`src/rtl/reg_dump_scanner_if.sv`:
```
// Beat stream carrying {index, value} pairs out of the register dump unit.
interface reg_dump_scanner_if #(
  parameter int DATA_W = 32,
  parameter int ADDR_W = 5
);
  logic              valid;
  logic              ready;
  logic [ADDR_W-1:0] idx;
  logic [DATA_W-1:0] data;

  modport master (output valid, idx, data, input ready);
  modport slave  (input valid, idx, data, output ready);
endinterface

```
`src/rtl/reg_dump_scanner.sv`:
```
// Register-file dump unit: walks r0..r(NUM_REGS-1) through a combinational read
// port and streams {index, value} beats over a valid/ready interface. A one-shot
// auto-dump fires END_COUNT cycles after reset; start_i requests a dump on demand.
module reg_dump_scanner #(
  parameter int DATA_W    = 32,
  parameter int ADDR_W    = 5,
  parameter int NUM_REGS  = 13,
  parameter int END_COUNT = 25
) (
  input  logic                clk_i,
  input  logic                rst_i,
  input  logic                start_i,
  output logic [ADDR_W-1:0]   rf_addr_o,
  input  logic [DATA_W-1:0]   rf_data_i,
  reg_dump_scanner_if.master  dump,
  output logic                busy_o,
  output logic                done_o
);

  localparam int                CNT_W      = (END_COUNT < 1) ? 1 : $clog2(END_COUNT + 1);
  localparam logic [CNT_W-1:0]  CNT_END    = CNT_W'(END_COUNT);
  // One extra bit so a full 2**ADDR_W walk ends on NUM_REGS instead of wrapping to 0.
  localparam logic [ADDR_W:0]   NUM_REGS_W = (ADDR_W + 1)'(NUM_REGS);

  typedef enum logic [1:0] {
    IDLE = 2'd0,
    SCAN = 2'd1,
    DONE = 2'd2
  } state_t;

  state_t           state;
  state_t           state_next;
  logic [CNT_W-1:0] cycle_cnt;
  logic             auto_fired;
  logic [ADDR_W:0]  issue_idx;

  logic auto_trig;
  logic trigger;
  logic advance;
  logic last;

  // Auto trigger and manual start are merged so a coincident pair yields one dump.
  assign auto_trig = (cycle_cnt == CNT_END) && !auto_fired && (state == IDLE);
  assign trigger   = (state == IDLE) && (start_i || auto_trig);
  // The output slot is free when empty or being drained this cycle.
  assign advance   = (state == SCAN) && (!dump.valid || dump.ready);
  assign last      = (issue_idx == NUM_REGS_W);

  assign rf_addr_o = (state == SCAN) ? issue_idx[ADDR_W-1:0] : '0;
  assign busy_o    = (state == SCAN);
  assign done_o    = (state == DONE);

  // State register.
  always_ff @(posedge clk_i) begin
    // NOTE: clocked state uses non-blocking assignments so every register
    // samples pre-edge values regardless of process evaluation order.
    if (rst_i) state <= IDLE;
    else       state <= state_next;
  end

  // Next-state decode: IDLE waits for a trigger, SCAN ends when the last beat
  // drains, DONE lasts exactly one cycle.
  always_comb begin
    // NOTE: default first so every path assigns state_next and no latch is inferred.
    state_next = state;
    unique case (state)
      IDLE:    if (trigger)         state_next = SCAN;
      SCAN:    if (advance && last) state_next = DONE;
      DONE:                         state_next = IDLE;
      default:                      state_next = IDLE;
    endcase
  end

  // Post-reset cycle counter (saturating) and the one-shot auto-dump flag.
  always_ff @(posedge clk_i) begin
    if (rst_i) begin
      cycle_cnt  <= '0;
      auto_fired <= 1'b0;
    end else begin
      if (cycle_cnt != CNT_END) cycle_cnt <= cycle_cnt + CNT_W'(1);
      if (auto_trig)            auto_fired <= 1'b1;
    end
  end

  // Beat register: snapshot the read data at load time and hold it under backpressure.
  always_ff @(posedge clk_i) begin
    if (rst_i) begin
      issue_idx  <= '0;
      dump.valid <= 1'b0;
      dump.idx   <= '0;
      dump.data  <= '0;
    end else if (trigger) begin
      issue_idx  <= '0;
      dump.valid <= 1'b0;
    end else if (advance) begin
      if (!last) begin
        dump.data  <= rf_data_i;
        dump.idx   <= issue_idx[ADDR_W-1:0];
        dump.valid <= 1'b1;
        issue_idx  <= issue_idx + (ADDR_W + 1)'(1);
      end else begin
        dump.valid <= 1'b0;
      end
    end
  end

endmodule

```
`src/flat_wrapper.sv`:
```
// flat-port wrapper written by rule: the top's interface ports become plain ports
module reg_dump_scanner_flat 
#(
  parameter int DATA_W    = 32,
  parameter int ADDR_W    = 5,
  parameter int NUM_REGS  = 13,
  parameter int END_COUNT = 25
)
  (clk_i, rst_i, start_i, rf_addr_o, rf_data_i, busy_o, done_o, dump_valid, dump_idx, dump_data, dump_ready);
  reg_dump_scanner_if #(.DATA_W(DATA_W), .ADDR_W(ADDR_W)) dump_i ();
  input  logic clk_i;
  input  logic rst_i;
  input  logic start_i;
  output logic [ADDR_W-1:0] rf_addr_o;
  input  logic [DATA_W-1:0] rf_data_i;
  output logic busy_o;
  output logic done_o;
  output wire logic [$bits(dump_i.valid)-1:0] dump_valid;
  output wire logic [$bits(dump_i.idx)-1:0] dump_idx;
  output wire logic [$bits(dump_i.data)-1:0] dump_data;
  input wire logic [$bits(dump_i.ready)-1:0] dump_ready;
  assign dump_valid = dump_i.valid;
  assign dump_idx = dump_i.idx;
  assign dump_data = dump_i.data;
  assign dump_i.ready = dump_ready;
  reg_dump_scanner #(.DATA_W(DATA_W), .ADDR_W(ADDR_W), .NUM_REGS(NUM_REGS), .END_COUNT(END_COUNT)) u_core (.clk_i(clk_i), .rst_i(rst_i), .start_i(start_i), .rf_addr_o(rf_addr_o), .rf_data_i(rf_data_i), .dump(dump_i), .busy_o(busy_o), .done_o(done_o));
endmodule
```
`config.mk`:
```
export PLATFORM = sky130hd
export DESIGN_NAME = reg_dump_scanner_flat
export DESIGN_NICKNAME = d
export VERILOG_FILES = /design/src/rtl/reg_dump_scanner_if.sv /design/src/rtl/reg_dump_scanner.sv /design/src/flat_wrapper.sv
export SDC_FILE = /design/constraint.sdc
export NUM_CORES = 1
export LEC_CHECK = 0
export BUFFER_PORTS_ARGS = -buffer_cell sky130_fd_sc_hd__buf_2
export CAP_MARGIN = 0
export CORE_UTILIZATION = 46
export CTS_CLUSTER_SIZE = 10
export DETAILED_ROUTE_END_ITERATION = 7
export PLACE_DENSITY_LB_ADDON = 0.25
export SLEW_MARGIN = 20
export SYNTH_ARGS = -nofsm -noshare
export SYNTH_HDL_FRONTEND = slang
export SYNTH_SLANG_ARGS = --single-unit
```
`constraint.sdc`:
```
create_clock -name clk_i -period 1.6 [get_ports clk_i]
set_input_delay 0 -clock clk_i [delete_from_list [all_inputs] [get_ports clk_i]]
set_output_delay 0 -clock clk_i [all_outputs]
set_load 0.1 [all_outputs]
```
### Word-level counts from Yosys, hierarchy flattened

Cells that the tools add are included.

| operators by class | value |
|---|---|
| add/subtract/negate cells | 2 |
| multipliers | 0 |
| div/mod/pow operators | 0 |
| order comparisons | 0 |
| equality and inequality tests | 7 |
| shifts and indexed selects | 0 |
| mux-type cells | 5 |
| bitwise gates (word level) | 2 |
| reduce and logical (&&, ||, !) cells | 14 |

Operator list:

| cell | number |
|---|---|
| $add 6x1->6 const B | 1 |
| $eq 6x4->1 const B | 1 |
| $add 5x1->5 const B | 1 |
| $eq 5x5->1 const B | 1 |
| $logic_and 1x1->1 | 5 |
| $mux 5 | 1 |
| $ne 5x5->1 const B | 1 |
| $mux 2 | 2 |
| $ne 2x1->1 const B | 2 |
| $pmux 2 s2 | 1 |
| $reduce_and 2->1 | 2 |
| $reduce_and 3->1 | 1 |
| $eq 2x1->1 const B | 1 |
| $eq 2x2->1 const B | 1 |
| $logic_not 1->1 | 2 |
| $logic_not 2->1 | 1 |
| $logic_or 1x1->1 | 2 |
| $not 1->1 | 2 |
| $reduce_or 2->1 | 1 |
| $mux 1 | 1 |

| word-level totals | value |
|---|---|
| flip-flop bits (word level) | 52 |
| bits in latches | 0 |
| bits in writable memories | 0 |
| memory bits (read-only) | 0 |
| output and inout bits | 45 |
| word-level logic and storage cells | 37 |
| memories kept | 0 |

### Longest topological paths before layout

Gate-level depths: netlist of the first run.

| depth | value |
|---|---|
| word-level depth | 7 |
| gate-level depth with buffers | 8 |
| gate-level depth less buffers | 6 |

### Worst setup path before layout of the first run

OpenSTA, ideal clock, no wires.

| timing path | value |
|---|---|
| kind | reg-to-reg |
| from | register u_core.dump.valid |
| to | register u_core.dump.data[27] |
| setup time | 71 ps |
| arrival time | 1851 ps |
| data required time | 1529 ps |
| path slack | -321 ps |
| stages on the path, launching flop included | 7 |
| path buffers | 2 |
| clock period less this slack | 1921 ps |
| path through | dfxtp_1 -> nand2b_1 -> o211ai_4 -> buf_6 -> buf_6 -> nand2_1 -> a21oi_1 |

| on the way | value |
|---|---|
| cells in the longest elaborated chain, start to end | 4 |

Ends and longest elaborated chain:

| what | line | RTL |
|---|---|---|
| start: declaration | reg_dump_scanner_if.sv:11 | `modport master (output valid, idx, data, input ready);` |
| start signal: assignment | reg_dump_scanner.sv:89 | `dump.valid <= 1'b0;` |
| start signal: assignment | reg_dump_scanner.sv:94 | `dump.valid <= 1'b0;` |
| start signal: assignment | reg_dump_scanner.sv:99 | `dump.valid <= 1'b1;` |
| $logic_not 1->1 | reg_dump_scanner.sv:46 | `assign advance = (state == SCAN) && (!dump.valid \|\| dump.ready);` |
| $logic_or 1x1->1 | reg_dump_scanner.sv:46 |  |
| $logic_and 1x1->1 | reg_dump_scanner.sv:46 |  |
| $reduce_and 3->1 (no source line) | -- |  |
| end signal: assignment | reg_dump_scanner.sv:97 | `dump.data <= rf_data_i;` |
| end: declaration | reg_dump_scanner_if.sv:11 |  |

Every way passes these cells.
A chain may end at the register's enable or synchronous reset.

### Worst setup path in the final report of the first run

| timing path | value |
|---|---|
| from | register u_core.state[1] |
| to | output port rf_addr_o[2] |

| on the way | value |
|---|---|
| cells in the longest elaborated chain, start to end | 2 |

Ends and longest elaborated chain:

| what | line | RTL |
|---|---|---|
| start: declaration | reg_dump_scanner.sv:31 | `state_t state;` |
| start signal: assignment | reg_dump_scanner.sv:58 | `else state <= state_next;` |
| $eq 2x1->1 | reg_dump_scanner.sv:49 | `assign rf_addr_o = (state == SCAN) ? issue_idx[ADDR_W-1:0] : '0;` |
| $mux 5 | reg_dump_scanner.sv:49 |  |
| end: declaration | flat_wrapper.sv:14 | `output logic [ADDR_W-1:0] rf_addr_o;` |

Every way passes these cells.

==> qor.csv, run 1 <==
stage,metric,value,unit
yosys,synth_top_family_by_area,simple AND/OR/NAND/NOR gates,
cells_and_area,fillers,344,
route,final_antenna_net_count,0,
power_and_ir_drop,p_int,1.870,mW
power_and_ir_drop,power.density,966.2,mW/mm^2
placed_design,dp_cells,379,
global_routing,grt_start_max_net_pins,29,
power_and_ir_drop,p_leak,1.352,nW
timing,fin_ws,99.80,ps
yosys,ys_ff_latch,52,
worst_setup_path,r2r-end,u_core.dump.data[25],
power_and_ir_drop,finalPower,2.910,mW
global_routing,grt_overflow_total,0,
timing,rsz0062_at_grt,no,
timing,post-route-min-period,1500,ps
timing,drv_slew,0,
route,drt_iter0_drc,73,
yosys,synth_mux_area_frac,0,
placed_design,place_ws,140.4,ps
worst_setup_path,cp.arrival,1500,ps
clock_network,cts_tree,yes,
yosys,ys_types,30,
global_routing,grt_pass1_wl,8.017,mm
cells_and_area,post_layout_nonfiller_instances,418,
worst_setup_path,r2r_cells,7,
yosys,synthFlopType,dfxtp_1,
hold_path,hp-start,dump_ready,
worst_setup_path,timing_worst_setup_path_type,reg2out,
timing,fmax,666.6,MHz
hold_path,hold_class,in2reg,
cells_and_area,syn2layout_area_growth,46.32,%
yosys,synth-edff-count,0,
placed_design,numPortBuffers,80,
route,drc_errors,0,
cells_and_area,final_util,0.7268,
clock_network,clockRootBuffer,clkbuf_8,
global_routing,track_usage,0.2316,
global_routing,antenna_found_initial,0,
yosys,synth_compound_area_frac,0.1471,
timing,tightestPinTransition,501.5,ps
yosys,yosysWarningCount,0,
hold_path,hold_depth,4,
power_and_ir_drop,seqPwrFrac,0.480,
floorplanning,ios,81,
floorplanning,core_area,0.004144,mm^2
timing,finalHoldViolCount,0,
yosys,postSynthCellCount,246,
route,drt-wirelength-per-cell,13.06,um
floorplanning,die_h,68.89,um
worst_setup_path,crit_fanout,10,
cells_and_area,antenna_cells,0,
hold_path,whs_endpoint,u_core.dump.valid,
job,maxCapViolations,0,
status,status,completed,
worst_setup_path,reg2reg_slack,120,ps
worst_setup_path,crit_required,1600,ps
power_and_ir_drop,clockPowerShare,0.243,
route,vias,2049,
route,drt_first_pass_iters,5,
floorplanning,rows,23,
worst_setup_path,startpoint_type,register,
clock_network,clk_pin_slew,90,ps
timing,post-route-period-util,0.9376,
cells_and_area,fin_area,0.003012,mm^2
yosys,mappedNetlistArea,0.002058,mm^2
worst_setup_path,crit_path_end_kind,output port,
placed_design,gp_congestion,0.8448,
power_and_ir_drop,peakVddDrop,0.0007408,V
clock_network,cts_buffers,5,
power_and_ir_drop,p_sw,1.040,mW
placed_design,dp_hpwl,3.455,mm
yosys,synthAdderAreaFrac,0.02432,
timing,setup_viol,0,
cells_and_area,drive_above_1_share,0.3179,
power_and_ir_drop,pwr-share-comb,0.277,
timing,hold_slack,16.01,ps
yosys,synthesis.nets,286,
cells_and_area,multi_input_area,928.4,um^2
yosys,synth_xor_xnor_area_share,0.02553,
clock_network,h-tree-depth,2,
floorplanning,fp.dieW,68.89,um
yosys,async_reset_ff_frac,0,
placed_design,placed_area,0.002603,mm^2
floorplanning,fp.dieArea,0.004746,mm^2
timing,clock_skew,8.520,ps
cells_and_area,regArea,0.001042,mm^2
worst_setup_path,regToRegStartpoint,u_core.issue_idx[1],
route,routed_wl,5.461,mm
clock_network,insertion_delay,300,ps
timing,max_slew_margin,0.6680,
yosys,syn_avg_cell_area,8.367,um^2
timing,fin_setup_tns,0,ps
yosys,yosys.area_share.simple,0.2492,
power_and_ir_drop,swShare,0.3575,
floorplanning,initial_core_util,0.4967,
cells_and_area,final_nets,408,
global_routing,grt_pass1_vias,1824,
yosys,yosysSeqAreaShare,0.5058,
clock_network,cts.sinks,52,
clock_network,clk_path_buf_depth,2,
route,via_per_inst,4.902,
final cells by class:
type,instances,area share
Tap cell,50,0.02077
Clock buffer,5,0.02285
Sequential cell,52,0.3461
Inverter,5,0.007063
Multi-Input combinational cell,176,0.3083
Timing Repair Buffer,128,0.2908
Clock inverter,2,0.004155
worst max-delay path, stage by stage, from the launching register on:
cell and delay, ps:
dfxtp_1 360, nand2b_2 250, inv_4 140, and2_2 170, buf_4 280
worst max-delay path by stage:
stage	endpoint	cells past startpoint	from	slack (ps)
floorplan	u_core.dump.data[27]	6	u_core.dump.valid	50
detailed placement	u_core.dump.data[6]	7	u_core.issue_idx[1]	140
finish	rf_addr_o[2]	4	u_core.state[1]	100
global route	u_core.dump.data[22]	7	u_core.issue_idx[1]	9
global placement	u_core.issue_idx[4]	6	u_core.issue_idx[1]	200
CTS	rf_addr_o[2]	4	u_core.state[1]	100
what timing repair did:
| item | in CTS | in global routing |
|---|---|---|
| hold buffers | 32 | 0 |
| endpoints found under the setup margin | 3 | 0 |
| hold endpoints to repair | 32 | 0 |
| gates resized for setup | 3 | 0 |
| setup buffers | 0 | 0 |
cells by family after synthesis:
group / after synthesis
AND/OR/NAND/NOR: 115
AO/OA/AOI/OAI: 51
XOR/XNOR: 6
adder cells (fa/ha/maj): 4
flip-flops: 52
buffers and inverters: 18
registers in the layout, summed over array words and instances (netlist names):
register           cells
u_core.state           2
u_core.dump.valid      1
u_core.cycle_cnt       5
u_core.auto_fired      1
u_core.issue_idx       6
u_core.dump.idx        5
u_core.dump.data      32
power groups by stage:
stage / Sequential, mW / Clock [mW] / Combinational (mW)
floorplan: 1.79 / 0 / 0.211
global placement: 1.42 / 0 / 0.734
detailed placement: 1.43 / 0 / 0.741
CTS: 1.40 / 0.729 / 0.802
global route: 1.41 / 0.789 / 0.851
finish: 1.40 / 0.707 / 0.806
synth_stat cells (2+ instances only):
cell type | count | area (um^2)
buf_2 | 5 | 25.02
ha_1 | 4 | 50.05
and2_1 | 4 | 25.02
dfxtp_1 | 52 | 1041
buf_6 | 3 | 33.78
a21oi_1 | 41 | 205.2
xor2_1 | 3 | 26.28
inv_1 | 4 | 15.01
or3_1 | 2 | 12.51
nor2b_1 | 2 | 12.51
o21ai_0 | 4 | 20.02
nor4_1 | 2 | 12.51
nor3_1 | 3 | 15.01
nand2_1 | 77 | 289.0
nand3_1 | 4 | 20.02
a211oi_1 | 2 | 15.01
xnor2_1 | 3 | 26.28
clkbuf_1 | 5 | 18.77
nor2_1 | 15 | 56.30
layer usage:
| metal | global-route usage | wire length [um] | vias up |
|---|---|---|---|
| met3 | 0.05592 | 253 | 11 |
| met1 | 0.2642 | 2318 | 929 |
| met4 | 0.06888 | 87 | 0 |
| met2 | 0.4223 | 2801 | 60 |
| li1 | - | - | 1049 |
| met5 | 0 | 0 | - |
cells in the final DEF (no fill, tap or decap), types with 3 or more instances in the layout:
cell / instances
dfxtp_1: 51
nand2_1: 77
and2_2: 4
buf_2: 76
clkbuf_8: 5
nor3_1: 3
xnor2_1: 3
dlygate4sd3_1: 32
buf_4: 18
inv_1: 4
nand3_1: 4
nor2_1: 14
a21oi_1: 41
ha_1: 4
xor2_1: 3
o21ai_0: 4
Note: power is estimated with default switching activity, not from simulation.
==> inputs of run 2 (changes only) <==
Settings changed: CORE_UTILIZATION 46 to 45, CTS_CLUSTER_SIZE 10 to unset, HOLD_SLACK_MARGIN set to 0.08.
==> qor.csv, run 2 (synthesis gave the netlist of run 1 again) <==
stage,metric,value,unit
power_and_ir_drop,peakVddDrop,0.0006189,V
power_and_ir_drop,p_leak,1.371,nW
power_and_ir_drop,power.density,1026,mW/mm^2
timing,fin_setup_tns,0,ps
cells_and_area,layout_common_cells,"nand2_1 (77), buf_2 (76), dfxtp_1 (50)",
worst_setup_path,regToRegStartpoint,u_core.issue_idx[4],
global_routing,grt_pass1_vias,1851,
clock_network,cts_buffers,5,
timing,clock_skew,6.308,ps
clock_network,clk_path_buf_depth,2,
cells_and_area,antenna_cells,0,
global_routing,antenna_found_initial,0,
clock_network,cts_tree,yes,
timing,drv_slew,0,
timing,post-route-period-util,0.9258,
cells_and_area,largest_reg_flops,32,
cells_and_area,fillers,360,
worst_setup_path,crit_fanout,10,
worst_setup_path,cp_num_buf_inv,2,
global_routing,grt_pass1_wl,8.369,mm
placed_design,gp_congestion,0.7731,
floorplanning,core_area,0.004384,mm^2
route,vias,2057,
worst_setup_path,cp.arrival,1480,ps
timing,max_slew_margin,0.6699,
worst_setup_path,crit_path_end_kind,output port,
placed_design,numPortBuffers,80,
clock_network,cts.sinks,52,
clock_network,clockRootBuffer,clkbuf_8,
global_routing,grt_start_max_net_pins,27,
cells_and_area,regMostFlops,u_core.dump.data,
floorplanning,die_h,69.63,um
timing,tightestPinTransition,498.6,ps
clock_network,clk_pin_slew,90,ps
worst_setup_path,crit_slowest_cell,dfxtp_1,
route,drc_errors,0,
clock_network,h-tree-depth,2,
cells_and_area,final_nets,407,
worst_setup_path,crit_required,1600,ps
cells_and_area,reg.largest.list,"u_core.dump.data x32, u_core.issue_idx x6",
cells_and_area,syn2layout_area_growth,48.51,%
floorplanning,initial_core_util,0.4695,
floorplanning,fp.dieW,69.63,um
worst_setup_path,crit_family,buffers and inverters,
worst_setup_path,cp-endpoint,rf_addr_o[0],
timing,hold_slack,94.69,ps
floorplanning,fp.dieArea,0.004848,mm^2
timing,rsz0062_at_grt,no,
route,via_per_inst,4.898,
timing,setup_viol,0,
route,drt_iter0_drc,114,
floorplanning,ios,81,
worst_setup_path,timing_worst_setup_path_type,reg2out,
global_routing,grt_overflow_total,0,
timing,finalHoldViolCount,0,
cells_and_area,layout_commonest_cell,nand2_1,
cells_and_area,drive_above_1_share,0.3152,
worst_setup_path,cp-startpoint,u_core.state[1],
hold_path,hold_class,in2reg,
placed_design,dp_hpwl,3.241,mm
worst_setup_path,path_depth,4,
route,final_antenna_net_count,0,
floorplanning,rows,24,
global_routing,track_usage,0.2136,
route,drt-wirelength-per-cell,12.36,um
route,routed_wl,5.193,mm
status,status,completed,
timing,post-route-min-period,1481,ps
timing,fmax,675.1,MHz
job,maxCapViolations,0,
worst_setup_path,startpoint_type,register,
worst_setup_path,critical_path.cell_chain,"nand2b_2, inv_4, and2_2, buf_4",
worst_setup_path,r2r-end,u_core.dump.data[22],
clock_network,insertion_delay,300,ps
worst_setup_path,r2r_cells,5,
worst_setup_path,reg2reg_slack,130,ps
worst_setup_path,critical_path.max_stage_delay,350,ps
route,drt_first_pass_iters,4,
run 2: worst min-delay path by stage:
stage / start / endpoint / slack [ps] / depth (start not counted)
detailed placement: rf_data_i[25] / u_core.dump.data[25] / 250 / 3
CTS: rst_i / u_core.auto_fired / 80 / 2
finish: rst_i / u_core.auto_fired / 90 / 2
global route: rst_i / u_core.dump.data[20] / 110 / 2
floorplan: rf_data_i[0] / u_core.dump.data[0] / 140 / 2
global placement: rf_data_i[6] / u_core.dump.data[6] / 240 / 3
run 2: power breakdown:
part | total [mW] | internal [mW] | switching, mW | leakage (nW)
sequential | 1.39 | 1.36 | 0.0364 | 0.425
clock | 0.936 | 0.512 | 0.425 | 0.0614
combinational | 0.807 | 0.216 | 0.591 | 0.884
total | 3.14 | 2.09 | 1.05 | 1.37
run 2: stage by stage:
step | cell area [um^2] | cells | util | setup slack (ps) | power, mW
floorplan | 2069 | 246 | - | 53.47 | 2.005
global placement | 2560 | 375 | 0.5839 | 154.9 | 2.141
detailed placement | 2560 | 375 | 0.5839 | 92.68 | 2.149
CTS | 3029 | 417 | 0.6909 | 60.62 | 3.145
global route | 3057 | 420 | 0.6972 | 18.15 | 3.257
finish | 3057 | 420 | 0.6972 | 118.6 | 3.137
run 2: area by class of cell:
class / instances / area (um^2) / share of cell area
flip-flops and latches: 52 / 1044 / 0.3414
multi-input cells: 176 / 928.4 / 0.3037
repair buffers: 127 / 877.1 / 0.2869
clock buffers: 6 / 82.58 / 0.02702
well taps: 52 / 65.06 / 0.02129
clock inverters: 2 / 38.79 / 0.01269
inverters: 5 / 21.27 / 0.006959
run 2: worst reg2reg max path: stages (launching register included):
cell	delay [ps]
dfxtp_1	380
nand4bb_4	300
o211ai_4	260
buf_4	250
nand2_1	70
a21oi_1	140
run 2: metal layers:
| metal | up-vias | wire [um] | part of all wire | global-route usage |
|---|---|---|---|---|
| met2 | 55 | 2589 | 0.50 | 0.3743 |
| met5 | - | 0 | 0 | 0 |
| met3 | 12 | 213 | 0.041 | 0.04506 |
| met1 | 939 | 2283 | 0.44 | 0.2574 |
| li1 | 1051 | - | - | - |
| met4 | 0 | 106 | 0.020 | 0.07778 |
run 2: timing repair:
item,CTS,global route
hold buffers,34,0
gates resized for setup,3,2
hold endpoints to repair,35,0
pin swaps,0,1
setup endpoints to repair,3,25
buffers inserted,0,3
